<file path="src/rtl/usb_cmd_defs_pkg.sv">
// usb_cmd_defs: command codes shared with the USB host software, queue entry
// layout, dispatcher FSM state encoding and small helper functions used by
// usb_cmd_dispatch and usb_cmd_queue.
package usb_cmd_defs;

  // Configuration commands (applied to local registers)
  localparam logic [7:0] CMD_SET_GAIN  = 8'h01;
  localparam logic [7:0] CMD_SET_PRF   = 8'h02;
  localparam logic [7:0] CMD_SET_DEPTH = 8'h03;
  // Action commands (forwarded over the req/ack handshake)
  localparam logic [7:0] CMD_START     = 8'h10;
  localparam logic [7:0] CMD_STOP      = 8'h11;
  localparam logic [7:0] CMD_SOFT_RST  = 8'h12;

  // One queue entry: 8-bit code + 32-bit parameter = 40 bits
  typedef struct packed {
    logic [7:0]  code;
    logic [31:0] param;
  } cmd_ent_t;

  localparam cmd_ent_t CMD_ENT_ZERO = '{code: 8'h00, param: 32'h0000_0000};

  // Dispatcher FSM, one-hot
  typedef enum logic [3:0] {
    ST_IDLE   = 4'b0001,
    ST_DECODE = 4'b0010,
    ST_REQ    = 4'b0100,
    ST_REL    = 4'b1000
  } disp_state_t;

  // True for every code this block queues; anything else is counted as bad
  function automatic logic is_known_cmd(input logic [7:0] code);
    case (code)
      CMD_SET_GAIN, CMD_SET_PRF, CMD_SET_DEPTH,
      CMD_START, CMD_STOP, CMD_SOFT_RST: return 1'b1;
      default:                           return 1'b0;
    endcase
  endfunction

  // Saturating 8-bit increment: counters stick at 8'hFF instead of wrapping
  function automatic logic [7:0] sat_inc8(input logic [7:0] value);
    return (value == 8'hFF) ? value : (value + 8'd1);
  endfunction

endpackage

</file>
<file path="src/rtl/usb_cmd_queue.sv">
// usb_cmd_queue: register FIFO of {code,param} entries, single clock.
// Ports:
//   i_clk, i_rst_n   clock, asynchronous active-low reset (flushes the queue)
//   i_push, i_data   write side; a push while full is accepted only when a
//                    pop happens in the same cycle, otherwise it is ignored
//   i_pop, o_data    read side; o_data is the current head entry
//   o_full, o_empty  occupancy status
module usb_cmd_queue
  import usb_cmd_defs::*;
#(
  parameter int QAW = 2
) (
  input  logic     i_clk,
  input  logic     i_rst_n,
  input  logic     i_push,
  input  cmd_ent_t i_data,
  input  logic     i_pop,
  output cmd_ent_t o_data,
  output logic     o_full,
  output logic     o_empty
);

  localparam int             DEPTH    = 2 ** QAW;
  localparam logic [QAW:0]   CNT_FULL = (QAW + 1)'(DEPTH);
  localparam logic [QAW:0]   CNT_ZERO = (QAW + 1)'(0);
  localparam logic [QAW:0]   CNT_ONE  = (QAW + 1)'(1);
  localparam logic [QAW-1:0] PTR_ONE  = QAW'(1);

  cmd_ent_t       r_mem [DEPTH];
  logic [QAW-1:0] r_wr_ptr;
  logic [QAW-1:0] r_rd_ptr;
  logic [QAW:0]   r_count;
  logic           w_do_push;
  logic           w_do_pop;

  assign o_full    = (r_count == CNT_FULL);
  assign o_empty   = (r_count == CNT_ZERO);
  assign o_data    = r_mem[r_rd_ptr];
  assign w_do_pop  = i_pop && !o_empty;
  // When full, the slot freed by a same-cycle pop is reused (wr_ptr == rd_ptr)
  assign w_do_push = i_push && (!o_full || w_do_pop);

  // Entry storage
  always_ff @(posedge i_clk or negedge i_rst_n) begin
    if (!i_rst_n) begin
      for (int i = 0; i < DEPTH; i++) begin
        r_mem[i] <= CMD_ENT_ZERO;
      end
    end else if (w_do_push) begin
      r_mem[r_wr_ptr] <= i_data;
    end else begin
      r_mem[r_wr_ptr] <= r_mem[r_wr_ptr];
    end
  end

  // Pointers and occupancy count
  always_ff @(posedge i_clk or negedge i_rst_n) begin
    if (!i_rst_n) begin
      r_wr_ptr <= '0;
      r_rd_ptr <= '0;
      r_count  <= CNT_ZERO;
    end else begin
      if (w_do_push) begin
        r_wr_ptr <= r_wr_ptr + PTR_ONE;
      end
      if (w_do_pop) begin
        r_rd_ptr <= r_rd_ptr + PTR_ONE;
      end
      case ({w_do_push, w_do_pop})
        2'b10:   r_count <= r_count + CNT_ONE;
        2'b01:   r_count <= r_count - CNT_ONE;
        default: r_count <= r_count;
      endcase
    end
  end

endmodule

</file>
<file path="src/rtl/usb_cmd_dispatch.sv">
// usb_cmd_dispatch: queues command strobes from the USB receiver, applies
// configuration writes to local registers and forwards action commands to the
// system-clock side over a 4-phase req/ack handshake.
// Ports:
//   i_clk_usb, i_rst_n            USB clock, asynchronous active-low reset
//   i_cmd_come/i_cmd/i_cmd_param  1-cycle command strobe with code and parameter
//   o_gain/o_prf_div/o_depth      configuration registers
//   o_cfg_upd                     1-cycle pulse when a config register changes
//   o_act_req/o_act_code/o_act_param  action request; code/param stable while req high
//   i_act_ack                     asynchronous acknowledge (synchronised here)
//   o_busy                        queue non-empty or a command in progress
//   o_bad_cnt/o_drop_cnt/o_timeout_cnt  saturating error counters
module usb_cmd_dispatch
  import usb_cmd_defs::*;
#(
  parameter int          QAW         = 2,
  parameter int          TIMEOUT_CYC = 4096,
  parameter logic [7:0]  GAIN_RST    = 8'h20,
  parameter logic [15:0] PRF_RST     = 16'd1000,
  parameter logic [13:0] DEPTH_RST   = 14'd4096
) (
  input  logic        i_clk_usb,
  input  logic        i_rst_n,
  input  logic        i_cmd_come,
  input  logic [7:0]  i_cmd,
  input  logic [31:0] i_cmd_param,
  output logic [7:0]  o_gain,
  output logic [15:0] o_prf_div,
  output logic [13:0] o_depth,
  output logic        o_cfg_upd,
  output logic        o_act_req,
  output logic [7:0]  o_act_code,
  output logic [31:0] o_act_param,
  input  logic        i_act_ack,
  output logic        o_busy,
  output logic [7:0]  o_bad_cnt,
  output logic [7:0]  o_drop_cnt,
  output logic [7:0]  o_timeout_cnt
);

  localparam int            TW       = (TIMEOUT_CYC > 1) ? $clog2(TIMEOUT_CYC) : 1;
  localparam logic [TW-1:0] TMO_LAST = TW'(TIMEOUT_CYC - 1);
  localparam logic [TW-1:0] TMR_ONE  = TW'(1);

  logic        w_known;
  logic        w_push;
  logic        w_pop;
  logic        w_full;
  logic        w_empty;
  logic        w_drop;
  cmd_ent_t    w_push_ent;
  cmd_ent_t    w_head;

  logic        r_ack_meta;
  logic        r_ack_s;
  disp_state_t r_state;
  logic [7:0]  r_hold_code;
  logic [31:0] r_hold_param;
  logic [TW-1:0] r_timer;

  logic [7:0]  r_gain;
  logic [15:0] r_prf_div;
  logic [13:0] r_depth;
  logic        r_cfg_upd;
  logic        r_act_req;
  logic [7:0]  r_act_code;
  logic [31:0] r_act_param;
  logic [7:0]  r_bad_cnt;
  logic [7:0]  r_drop_cnt;
  logic [7:0]  r_timeout_cnt;

  assign w_known    = is_known_cmd(i_cmd);
  assign w_push     = i_cmd_come && w_known;
  assign w_push_ent = '{code: i_cmd, param: i_cmd_param};
  // Pop only from IDLE; the head is latched into the hold registers
  assign w_pop      = (r_state == ST_IDLE) && !w_empty;
  assign w_drop     = w_push && w_full && !w_pop;

  usb_cmd_queue #(
    .QAW (QAW)
  ) u_queue (
    .i_clk   (i_clk_usb),
    .i_rst_n (i_rst_n),
    .i_push  (w_push),
    .i_data  (w_push_ent),
    .i_pop   (w_pop),
    .o_data  (w_head),
    .o_full  (w_full),
    .o_empty (w_empty)
  );

  // 2-FF synchroniser for the acknowledge coming from the system clock domain
  always_ff @(posedge i_clk_usb or negedge i_rst_n) begin
    if (!i_rst_n) begin
      r_ack_meta <= 1'b0;
      r_ack_s    <= 1'b0;
    end else begin
      r_ack_meta <= i_act_ack;
      r_ack_s    <= r_ack_meta;
    end
  end

  // Saturating counters for unknown codes and queue overflow
  always_ff @(posedge i_clk_usb or negedge i_rst_n) begin
    if (!i_rst_n) begin
      r_bad_cnt  <= 8'h00;
      r_drop_cnt <= 8'h00;
    end else begin
      r_bad_cnt  <= (i_cmd_come && !w_known) ? sat_inc8(r_bad_cnt) : r_bad_cnt;
      r_drop_cnt <= w_drop ? sat_inc8(r_drop_cnt) : r_drop_cnt;
    end
  end

  // Dispatcher FSM with its registered outputs
  always_ff @(posedge i_clk_usb or negedge i_rst_n) begin
    if (!i_rst_n) begin
      r_state       <= ST_IDLE;
      r_hold_code   <= 8'h00;
      r_hold_param  <= 32'h0000_0000;
      r_timer       <= '0;
      r_gain        <= GAIN_RST;
      r_prf_div     <= PRF_RST;
      r_depth       <= DEPTH_RST;
      r_cfg_upd     <= 1'b0;
      r_act_req     <= 1'b0;
      r_act_code    <= 8'h00;
      r_act_param   <= 32'h0000_0000;
      r_timeout_cnt <= 8'h00;
    end else begin
      r_cfg_upd <= 1'b0;
      case (r_state)
        ST_IDLE: begin
          if (w_pop) begin
            r_hold_code  <= w_head.code;
            r_hold_param <= w_head.param;
            r_state      <= ST_DECODE;
          end
        end
        ST_DECODE: begin
          r_state <= ST_IDLE;
          // Config writes pulse o_cfg_upd only when the value actually changes
          case (r_hold_code)
            CMD_SET_GAIN: begin
              if (r_hold_param[7:0] != r_gain) begin
                r_gain    <= r_hold_param[7:0];
                r_cfg_upd <= 1'b1;
              end
            end
            CMD_SET_PRF: begin
              if (r_hold_param[15:0] != r_prf_div) begin
                r_prf_div <= r_hold_param[15:0];
                r_cfg_upd <= 1'b1;
              end
            end
            CMD_SET_DEPTH: begin
              if (r_hold_param[13:0] != r_depth) begin
                r_depth   <= r_hold_param[13:0];
                r_cfg_upd <= 1'b1;
              end
            end
            CMD_START, CMD_STOP, CMD_SOFT_RST: begin
              r_act_req   <= 1'b1;
              r_act_code  <= r_hold_code;
              r_act_param <= r_hold_param;
              r_timer     <= '0;
              r_state     <= ST_REQ;
            end
            default: r_state <= ST_IDLE;
          endcase
        end
        ST_REQ: begin
          // Ack wins over a timeout landing on the same cycle
          if (r_ack_s) begin
            r_act_req <= 1'b0;
            r_state   <= ST_REL;
          end else if (r_timer == TMO_LAST) begin
            r_act_req     <= 1'b0;
            r_timeout_cnt <= sat_inc8(r_timeout_cnt);
            r_state       <= ST_REL;
          end else begin
            r_timer <= r_timer + TMR_ONE;
          end
        end
        ST_REL: begin
          // Code/param stay valid until the far side has released ack
          if (!r_ack_s) begin
            r_act_code  <= 8'h00;
            r_act_param <= 32'h0000_0000;
            r_state     <= ST_IDLE;
          end
        end
        default: begin
          r_act_req   <= 1'b0;
          r_act_code  <= 8'h00;
          r_act_param <= 32'h0000_0000;
          r_state     <= ST_IDLE;
        end
      endcase
    end
  end

  assign o_gain        = r_gain;
  assign o_prf_div     = r_prf_div;
  assign o_depth       = r_depth;
  assign o_cfg_upd     = r_cfg_upd;
  assign o_act_req     = r_act_req;
  assign o_act_code    = r_act_code;
  assign o_act_param   = r_act_param;
  assign o_bad_cnt     = r_bad_cnt;
  assign o_drop_cnt    = r_drop_cnt;
  assign o_timeout_cnt = r_timeout_cnt;
  assign o_busy        = !w_empty || (r_state != ST_IDLE);

endmodule

</file>
<file path="config.mk">
export PLATFORM = sky130hd
export DESIGN_NAME = usb_cmd_dispatch
export DESIGN_NICKNAME = d
export VERILOG_FILES = /design/src/rtl/usb_cmd_defs_pkg.sv /design/src/rtl/usb_cmd_queue.sv /design/src/rtl/usb_cmd_dispatch.sv
export SDC_FILE = /design/constraint.sdc
export NUM_CORES = 1
export LEC_CHECK = 0
export BUFFER_PORTS_ARGS = -buffer_cell sky130_fd_sc_hd__buf_2
export CAP_MARGIN = 20
export CORE_ASPECT_RATIO = 1.5
export CORE_MARGIN = 1
export CORE_UTILIZATION = 56
export CTS_BUF_LIST = sky130_fd_sc_hd__clkbuf_8
export CTS_CLUSTER_DIAMETER = 120
export DETAILED_ROUTE_END_ITERATION = 8
export PLACE_DENSITY = 0.79
export SLEW_MARGIN = 10
export SYNTH_ARGS = -nofsm -noshare
export SYNTH_HDL_FRONTEND = slang
export SYNTH_SLANG_ARGS = --single-unit
export TNS_END_PERCENT = 50
</file>
<file path="constraint.sdc">
create_clock -name i_clk_usb -period 2.9 [get_ports i_clk_usb]
set_input_delay 0.29 -clock i_clk_usb [delete_from_list [all_inputs] [get_ports i_clk_usb]]
set_output_delay 0.29 -clock i_clk_usb [all_outputs]
set_load 0.02 [all_outputs]
</file>
==> impl_metrics.toml, run 1 <==
[outcome]
status = "finished, final reports clean"

[setup_path]
crit_arrival_ns = 3.21
crit_type = "reg2reg"
cp-end-kind = "register"
cp-start-kind = "register"
required_ns = 3.36
path_max_fanout = 13

[place]
dpl-instance-area_um2 = 16680
routabilityCongestion = 0.8121
numPortBuffers = 148
hpwl_um = 22940

[drt]
routedWlPerCell_um = 19.36
wirelength_um = 34850
drtIter0Drc = 659
via_per_inst = 5.907
vias = 10632
drcViolationCount = 0
ant_nets = 0
drtPass1Iterations = 5

[sta]
post-route-period-util_pct = 94.77
hold_viol = 0
slew_headroom_pct = 54.45
drv_slew = 0
clock_skew_ns = 0.01335
max_freq_mhz = 363.9
post-route-min-period_ns = 2.748
rsz0062_at_grt = "false"
worstMarginPinSlew_ns = 0.6832
setup_tns_ns = 0
setup_viol = 0

[layout]
drive_above_1_share_pct = 31.48
nNetsFinal = 1473
antenna_cells = 0
utilization_pct = 65.13
nFillCells = 2044
area_delta_synth_final_pct = 14.71
final_area_um2 = 17670

[clocking]
cts_tree = "yes"
path_clk_slew_ns = 0.06
clockRootBuffer = "clkbuf_8"
clock_latency_ns = 0.59
cts.sinks = 329
htree_levels = 2
cts_buffer_depth = 3
numCtsBuffers = 49

[global_route]
grt_overflow = 0
grt_pass1_wl_um = 56360
grt_max_degree = 84
grt_pass1_vias = 10955
grt_use_total_pct = 25.97
antenna_found_initial = 0

[floorplan]
rows = 74
dieArea_um2 = 28190
die_x_um = 137.4
coreArea_um2 = 27130
start_util_pct = 56.78
die_h_um = 205.1
ioPinCount = 149

[synthesis]
yosysSeqAreaShare_pct = 53.52
async_flop_share_pct = 100.0
ys_seq_elements = 329
synth_ff_type = "dfrtp_1"
synthCells = 1269
syn-cell-area_um2 = 15400
syn_avg_cell_area_um2 = 12.14
synth.distinct_cells = 51
ys_warn_count = 0
synth_fp_nets = 1323
synth-edff-count = 0

[worst_hold_path]
hold_path.class = "in2reg"

[power]
power.switching_w = 0.007262
p_leak_nw = 7.536
vdd_drop_max_mv = 0.7789
p_sw_share_pct = 39.34
comb_power_share_pct = 39.7
cellPowerDensity_nw_per_um2 = 1045
pwr-share-seq_pct = 40.3
p_int_w = 0.01120
clkPwrFrac_pct = 20.0

[flow_run]
drv_cap = 0
==> layout by cell type, fill, tap and decap left out, types with 24 or more instances in the layout <==
master	instances
dfrtp_1	316
nor2_1	157
buf_2	147
a21oi_1	141
mux2_2	90
mux4_2	80
inv_1	70
clkbuf_8	62
nand3_1	49
o21ai_0	40
mux2i_1	38
xor2_1	37
xnor2_1	35
nand2_1	24
==> cell families (layout without fill, tap and decap cells) <==
| group | count (synthesis) | after routing | share of synthesized area (%) |
|---|---|---|---|
| buffers and inverters | 136 | 325 | 3.704 |
| DFF | 329 | 329 | 53.52 |
| AOI/OAI and AO/OA | 191 | 191 | 6.417 |
| adders and majority gates | 10 | 10 | 0.8610 |
| and+or+nand+nor | 313 | 313 | 9.683 |
| xor gates and xnor gates | 72 | 72 | 4.094 |
| muxes | 218 | 218 | 21.72 |
==> state kept, by name, indices dropped and copies added (netlist names), 12 cells and up <==
name / cells
u_queue.r_mem: 160
o_act_param: 32
r_hold_param: 32
o_prf_div: 16
o_depth: 14
r_timer: 12
==> cell usage after synthesis (5+ instances only) <==
| master | number | area share [%] |
|---|---|---|
| a21oi_1 | 141 | 4.6 |
| nor2_1 | 158 | 3.9 |
| nand2_1 | 24 | 0.58 |
| buf_1 | 6 | 0.15 |
| nor3_1 | 7 | 0.23 |
| or3_1 | 6 | 0.24 |
| mux2i_1 | 38 | 2.5 |
| dfstp_2 | 9 | 1.5 |
| ha_1 | 9 | 0.73 |
| clkbuf_1 | 63 | 1.5 |
| mux4_2 | 80 | 12 |
| nand3_1 | 49 | 1.6 |
| nor2b_1 | 7 | 0.28 |
| xnor2_1 | 35 | 2.0 |
| o21ai_0 | 40 | 1.3 |
| xor2_1 | 37 | 2.1 |
| buf_2 | 12 | 0.39 |
| dfrtp_1 | 320 | 52 |
| mux2_2 | 90 | 6.6 |
| mux2_4 | 10 | 0.97 |
| and3_1 | 8 | 0.32 |
| and2_1 | 6 | 0.24 |
| nand4_1 | 18 | 0.73 |
| inv_1 | 47 | 1.1 |
| buf_6 | 5 | 0.37 |
| nor4_1 | 12 | 0.49 |
==> metal layers <==
layer / vias to the layer above / routed length (um) / GRT usage [%] / share of wire (%)
met5: - / 0 / 0 / 0
met4: 0 / 960 / 10.56 / 2.8
met3: 64 / 1693 / 3.910 / 4.9
met2: 326 / 18550 / 45.19 / 53
met1: 5434 / 13650 / 32.01 / 39
li1: 4808 / - / - / -
==> worst max-delay path, stage by stage, from the launching register on <==
cell	delay [ns]
dfstp_2	0.61
or4b_1	0.51
nand4_1	0.15
and3_1	0.26
inv_2	0.23
ha_1	0.28
inv_1	0.08
fa_1	0.18
xor2_1	0.13
nor2_1	0.06
xor2_1	0.14
==> area by class of cell <==
type                            count  area [um^2]  share of cell area, %
Clock buffer                       62        853.3                  4.829
Clock inverter                     28        113.9                 0.6444
Inverter                           48        180.2                  1.020
Multi-Input combinational cell    804         6616                  37.45
Sequential cell                   329         8254                  46.71
Tap cell                          342        427.9                  2.422
Timing Repair Buffer              187         1224                  6.925
==> timing repair <==
| action | in CTS | in global routing |
|---|---|---|
| setup buffers | 0 | 0 |
| hold buffers | 2 | 0 |
| endpoints found under the hold margin | 72 | 0 |
| resized for setup | 0 | 0 |
==> stage by stage <==
| step | power, W | instances | setup slack, ns | hold WS, ns |
|---|---|---|---|---|
| floorplan | 0.01233 | 1269 | 0.1443 | -0.005591 |
| global route | 0.01960 | 1800 | 0.02816 | 0.08840 |
| CTS | 0.01859 | 1800 | 0.1309 | 0.06036 |
| finish | 0.01846 | 1800 | 0.1517 | 0.09358 |
| global placement | 0.01458 | 1708 | 0.1726 | 0.3387 |
| detailed placement | 0.01487 | 1708 | 0.1240 | 0.3380 |
==> path summary, 6_finish.rpt <==
check | start | endpoint | slack (ns) | cells after the start
max | r_state[0] | u_queue.r_count[2] | 0.15 | 10
min | i_cmd_param[5] | u_queue.r_mem[5] | 0.09 | 3
max reg2reg | r_state[0] | u_queue.r_count[2] | 0.15 | 10
min reg2reg | r_ack_meta | r_ack_s | 0.35 | 0
max in group asynchronous | i_rst_n | r_state[0] | 1.74 | 3
min in group asynchronous | i_rst_n | o_act_param[8] | 0.30 | 2
==> power groups by stage <==
stage | combinational [W] | clock [W] | sequential [W]
final | 0.00733 | 0.00368 | 0.00745
after global routing | 0.00798 | 0.00396 | 0.00766
after CTS | 0.00739 | 0.00376 | 0.00744
after detailed placement | 0.00735 | 0 | 0.00751
after global placement | 0.00717 | 0 | 0.00741
after floorplan | 0.00484 | 0 | 0.00749
Note: power is estimated with default switching activity, not from simulation.
==> inputs of run 2 (changes only) <==
Settings changed: CORE_UTILIZATION 56 to 60, PLACE_DENSITY 0.79 to 0.81.
Clock period 2.9 ns to 3.4 ns, I/O delays scaled along.
==> run 2 against run 1 <==
  * Sequential power decreased by 14%
  * Largest cell class unchanged
  * Worst hold slack improved by 0.057 ns
  * Critical path depth unchanged
  * Clock power decreased by 14%
  * Die area decreased by 6.6%
  * Final area decreased by 1.1%
  * Setup slack improved by 0.42 ns
  * Combinational power decreased by 18%
==> impl_metrics.toml, run 2 (same netlist as run 1, synthesis figures left out) <==
[outcome]
status = "finished, final reports clean"

[sta]
rsz0062_at_grt = "false"
post-route-period-util_pct = 83.08
setup_tns_ns = 0
slew_headroom_pct = 31.32
setup_viol = 0
drv_slew = 0
worstMarginPinSlew_ns = 1.030
hold_viol = 0
max_freq_mhz = 354.0
post-route-min-period_ns = 2.825
clock_skew_ns = 0.02214

[drt]
drcViolationCount = 0
routedWlPerCell_um = 19.16
vias = 10582
drtPass1Iterations = 6
wirelength_um = 34000
drtIter0Drc = 724
via_per_inst = 5.962
ant_nets = 0

[power]
vdd_drop_max_mv = 0.5374
p_leak_nw = 7.453
cellPowerDensity_nw_per_um2 = 889.8

[global_route]
grt_overflow = 0
use_met3_pct = 4.327
grt_pass1_wl_um = 56190
grt_use_total_pct = 27.21
grt_pass1_vias = 10791
antenna_found_initial = 2
gr-usage-met1_pct = 33.76
grt_max_degree = 87
use_met2_pct = 47.28
top_usage_layer = "met2"

[setup_path]
crit_type = "reg2reg"
required_ns = 3.86
cp-start-kind = "register"
crit_start = "r_state[0]"
cp-end-kind = "register"
crit_arrival_ns = 3.29
r2r-start = "r_state[0]"
path_max_fanout = 14

[clocking]
numCtsBuffers = 48
path_clk_slew_ns = 0.06
cts_tree = "yes"
htree_levels = 2
clockRootBuffer = "clkbuf_8"
clock_latency_ns = 0.58
cts_buffer_depth = 3
cts_resized = 0
cts.sinks = 329
cts_setup_buffers = 0

[floorplan]
rows = 71
die_h_um = 198.2
coreArea_um2 = 25140
ioPinCount = 149
die_x_um = 132.8
dieArea_um2 = 26330
start_util_pct = 61.27

[layout]
drive_above_1_share_pct = 31.12
largest_reg_flops = 160
final_common_cell = "dfrtp_1"
area_delta_synth_final_pct = 13.50
nNetsFinal = 1464
multi_input_comb_area_um2 = 6616
regArea_um2 = 8254
layout.cells.non_filler = 1775
nFillCells = 1747
regMostFlops = "u_queue.r_mem"
final_cell_mix = "316 x dfrtp_1, 157 x nor2_1, 147 x buf_2"

[flow_run]
drv_cap = 0

[worst_hold_path]
hp-start = "i_cmd_param[30]"
hold_path.class = "in2reg"

[place]
hpwl_um = 22060
numPortBuffers = 148
routabilityCongestion = 0.8257
placedCellCount = 1686
[run 2: report_power, final]
group / internal, W / switching, W
logic: 0.00265 / 0.00335
registers: 0.00514 / 0.00127
clock network: 0.00166 / 0.00150
[run 2: path summary, 6_finish.rpt]
check	slack, ns	cells after the start	end
worst max-delay path	0.58	10	u_queue.r_count[2]
worst min-delay path	0.15	3	u_queue.r_mem[110]
worst max register to register	0.58	10	u_queue.r_count[2]
worst min register to register	0.35	0	r_ack_s
max in group asynchronous	2.10	3	o_depth[7]
min in group asynchronous	0.34	2	o_drop_cnt[3]
[run 2: through the flow]
step,total power (W),utilization [%],cell area (um^2),setup slack [ns],hold slack (ns)
2_1_floorplan,0.01052,-,15400,0.6443,0.04441
3_3_place_gp,0.01219,65.65,16500,0.5932,0.3356
3_5_place_dp,0.01245,65.65,16500,0.5170,0.3397
4_1_cts,0.01565,69.53,17480,0.5455,0.1202
5_1_grt,0.01649,69.53,17480,0.4314,0.1617
6_report,0.01556,69.54,17480,0.5754,0.1507
[run 2: area by class of cell]
cell class                      instances  share of cell area, %
Antenna cell                            1                0.01431
Clock buffer                           60                  4.723
Clock inverter                         26                 0.7443
Inverter                               48                  1.031
Multi-Input combinational cell        804                  37.84
Sequential cell                       329                  47.21
Tap cell                              328                  2.347
Timing Repair Buffer                  179                  6.083
[run 2: repair_timing]
| action | in CTS | in global routing |
|---|---|---|
| endpoints found under the hold margin | 79 | 0 |
| endpoints found under the setup margin | 0 | 0 |
| hold buffers | 2 | 0 |
[run 2: worst max-delay path, stage by stage (launching register included)]
cell and delay (ns):
dfstp_2 0.61, or4b_1 0.57, nand4_1 0.17, and3_1 0.26, inv_2 0.23, ha_1 0.29
inv_1 0.07, fa_1 0.17, xor2_1 0.14, nor2_1 0.06, xor2_1 0.13
[run 2: per-layer routing]
metal / up-vias / share of wire (%)
met5: - / 0.0088
li1: 4796 / -
met1: 5391 / 40
met2: 316 / 52
met3: 77 / 4.7
met4: 2 / 3.3
==> inputs of run 3 (changes only) <==
Settings changed: CORE_UTILIZATION 60 to 56, PLACE_DENSITY 0.81 to 0.79.
Clock period 3.4 ns to 2.5 ns, I/O delays scaled along.
==> run 3 against run 2 <==
  * Global-route usage fell by 2.0 points
  * Register-to-register slack got worse by 0.40 ns
  * Critical path depth did not move
  * Via count rose by 0.21%
  * Sequential cell count did not move
  * Non-clock buffer count rose by 26
  * Final cell count rose by 2.3%
  * Clock power rose by 34%
  * Highest routed layer is now met4
==> impl_metrics.toml, run 3 (same netlist as run 1, synthesis figures left out) <==
[global_route]
grt_pass1_vias = 10910
grt_overflow = 0
antenna_found_initial = 0
grt_pass1_wl_um = 55260
grt_use_total_pct = 25.24
grt_max_degree = 75

[power]
p_leak_nw = 7.616
cellPowerDensity_nw_per_um2 = 1205
vdd_drop_max_mv = 0.7785
finalPower_w = 0.02140

[setup_path]
cpPeakStageDelay_ns = 0.52
path_cells = "or4b_4 -> nand4_1 -> and3_1 -> inv_2 -> ha_1 -> inv_1 -> fa_1 -> xor2_1 -> nor2_1 -> xor2_1"
r2r_slack_ns = 0.18
required_ns = 2.95
crit_arrival_ns = 2.77
slowest_stage = "dfstp_2"
path_max_fanout = 4
crit_type = "reg2reg"
cp-start-kind = "register"
cp-end-kind = "register"
path_common_cell = "xor2_1"

[drt]
routedWlPerCell_um = 18.67
ant_nets = 0
wirelength_um = 33900
drtIter0Drc = 666
vias = 10604
drcViolationCount = 0
via_per_inst = 5.839
drtPass1Iterations = 5

[layout]
final_cell_mix = "316 x dfrtp_1, 157 x nor2_1, 147 x buf_2"
area_delta_synth_final_pct = 15.33
regMostFlops = "u_queue.r_mem"
drive_above_1_share_pct = 32.23
antenna_cells = 0
largest_reg_flops = 160
final_common_cell = "dfrtp_1"
nNetsFinal = 1491

[clocking]
cts_buffer_depth = 3
numCtsBuffers = 49
path_clk_slew_ns = 0.06
cts_resized = 0
ctsHoldBuffers = 2
clock_latency_ns = 0.59
clockRootBuffer = "clkbuf_8"
htree_levels = 2
cts_setup_buffers = 0
cts.sinks = 329
cts_tree = "yes"

[sta]
setup_viol = 0
slew_headroom_pct = 62.07
worstMarginPinSlew_ns = 0.5646
clock_skew_ns = 0.03756
max_freq_mhz = 431.0
rsz0062_at_grt = "false"
post-route-min-period_ns = 2.320
hold_viol = 0
drv_slew = 0
post-route-period-util_pct = 92.82
setup_tns_ns = 0

[place]
numPortBuffers = 148
hpwl_um = 22470
routabilityCongestion = 0.8206

[worst_hold_path]
hold_path.class = "in2reg"

[floorplan]
coreArea_um2 = 27130
dieArea_um2 = 28190
rows = 74
die_h_um = 205.1
die_x_um = 137.4
start_util_pct = 56.78
ioPinCount = 149

[outcome]
status = "finished, final reports clean"

[flow_run]
drv_cap = 0
run 3: cell types whose count changed in the layout (fill, tap and decap cells not counted), moves of 3 or more:
cell and delta:
buf_12 +5, buf_4 +21, clkinv_2 -3, inv_1 +4
run 3: where the power goes:
| group | total [W] | internal (W) | switching, W | leakage (nW) |
|---|---|---|---|---|
| Combinational | 0.00869 | 0.00386 | 0.00483 | 3.45 |
| Sequential | 0.00846 | 0.00699 | 0.00147 | 3.58 |
| Clock | 0.00425 | 0.00226 | 0.00199 | 0.581 |
run 3: cell type report:
class	count	area, um^2
Clock buffer	60	825.8
Tap cell	342	427.9
Sequential cell	329	8252
Clock inverter	28	137.6
Multi-Input combinational cell	804	6620
Fill cell	2031	9364
Inverter	48	180.2
Timing Repair Buffer	205	1321
run 3: worst max-delay path: cells and delay by family (launching register included):
family | cells | cell delay (ns)
xor+xnor | 2 | 0.28
fa+ha+maj | 2 | 0.37
buf+inv | 2 | 0.13
flops | 1 | 0.52
simple gates | 4 | 0.89
run 3: layer usage:
metal | vias to the layer above | track usage [%] | wire length, um
li1 | 4847 | - | -
met1 | 5385 | 30.98 | 13480
met2 | 303 | 44.24 | 17870
met3 | 69 | 3.737 | 1552
met4 | 0 | 9.929 | 1001
met5 | - | 0 | 0
run 3: worst paths after layout:
path | from | end | cells after the start
worst min register to register | r_ack_meta | r_ack_s | 0
worst max-delay path | r_state[0] | u_queue.r_count[2] | 10
worst min-delay path | i_cmd_param[23] | u_queue.r_mem[143] | 3
min in group asynchronous | i_rst_n | o_act_param[8] | 2
worst max register to register | r_state[0] | u_queue.r_count[2] | 10
max in group asynchronous | i_rst_n | o_act_param[30] | 3
run 3: per-stage QoR:
step | cells | area, um^2 | utilization (%) | setup WS (ns) | hold WS (ns)
3_5_place_dp | 1726 | 16780 | 61.86 | 0.1172 | 0.2588
4_1_cts | 1816 | 17760 | 65.48 | 0.1688 | 0.01763
5_1_grt | 1816 | 17760 | 65.48 | 0.03130 | 0.04563
3_3_place_gp | 1726 | 16780 | 61.86 | 0.1426 | 0.2603
2_1_floorplan | 1269 | 15420 | - | 0.003150 | -0.04559
6_report | 1816 | 17760 | 65.48 | 0.1796 | 0.04943
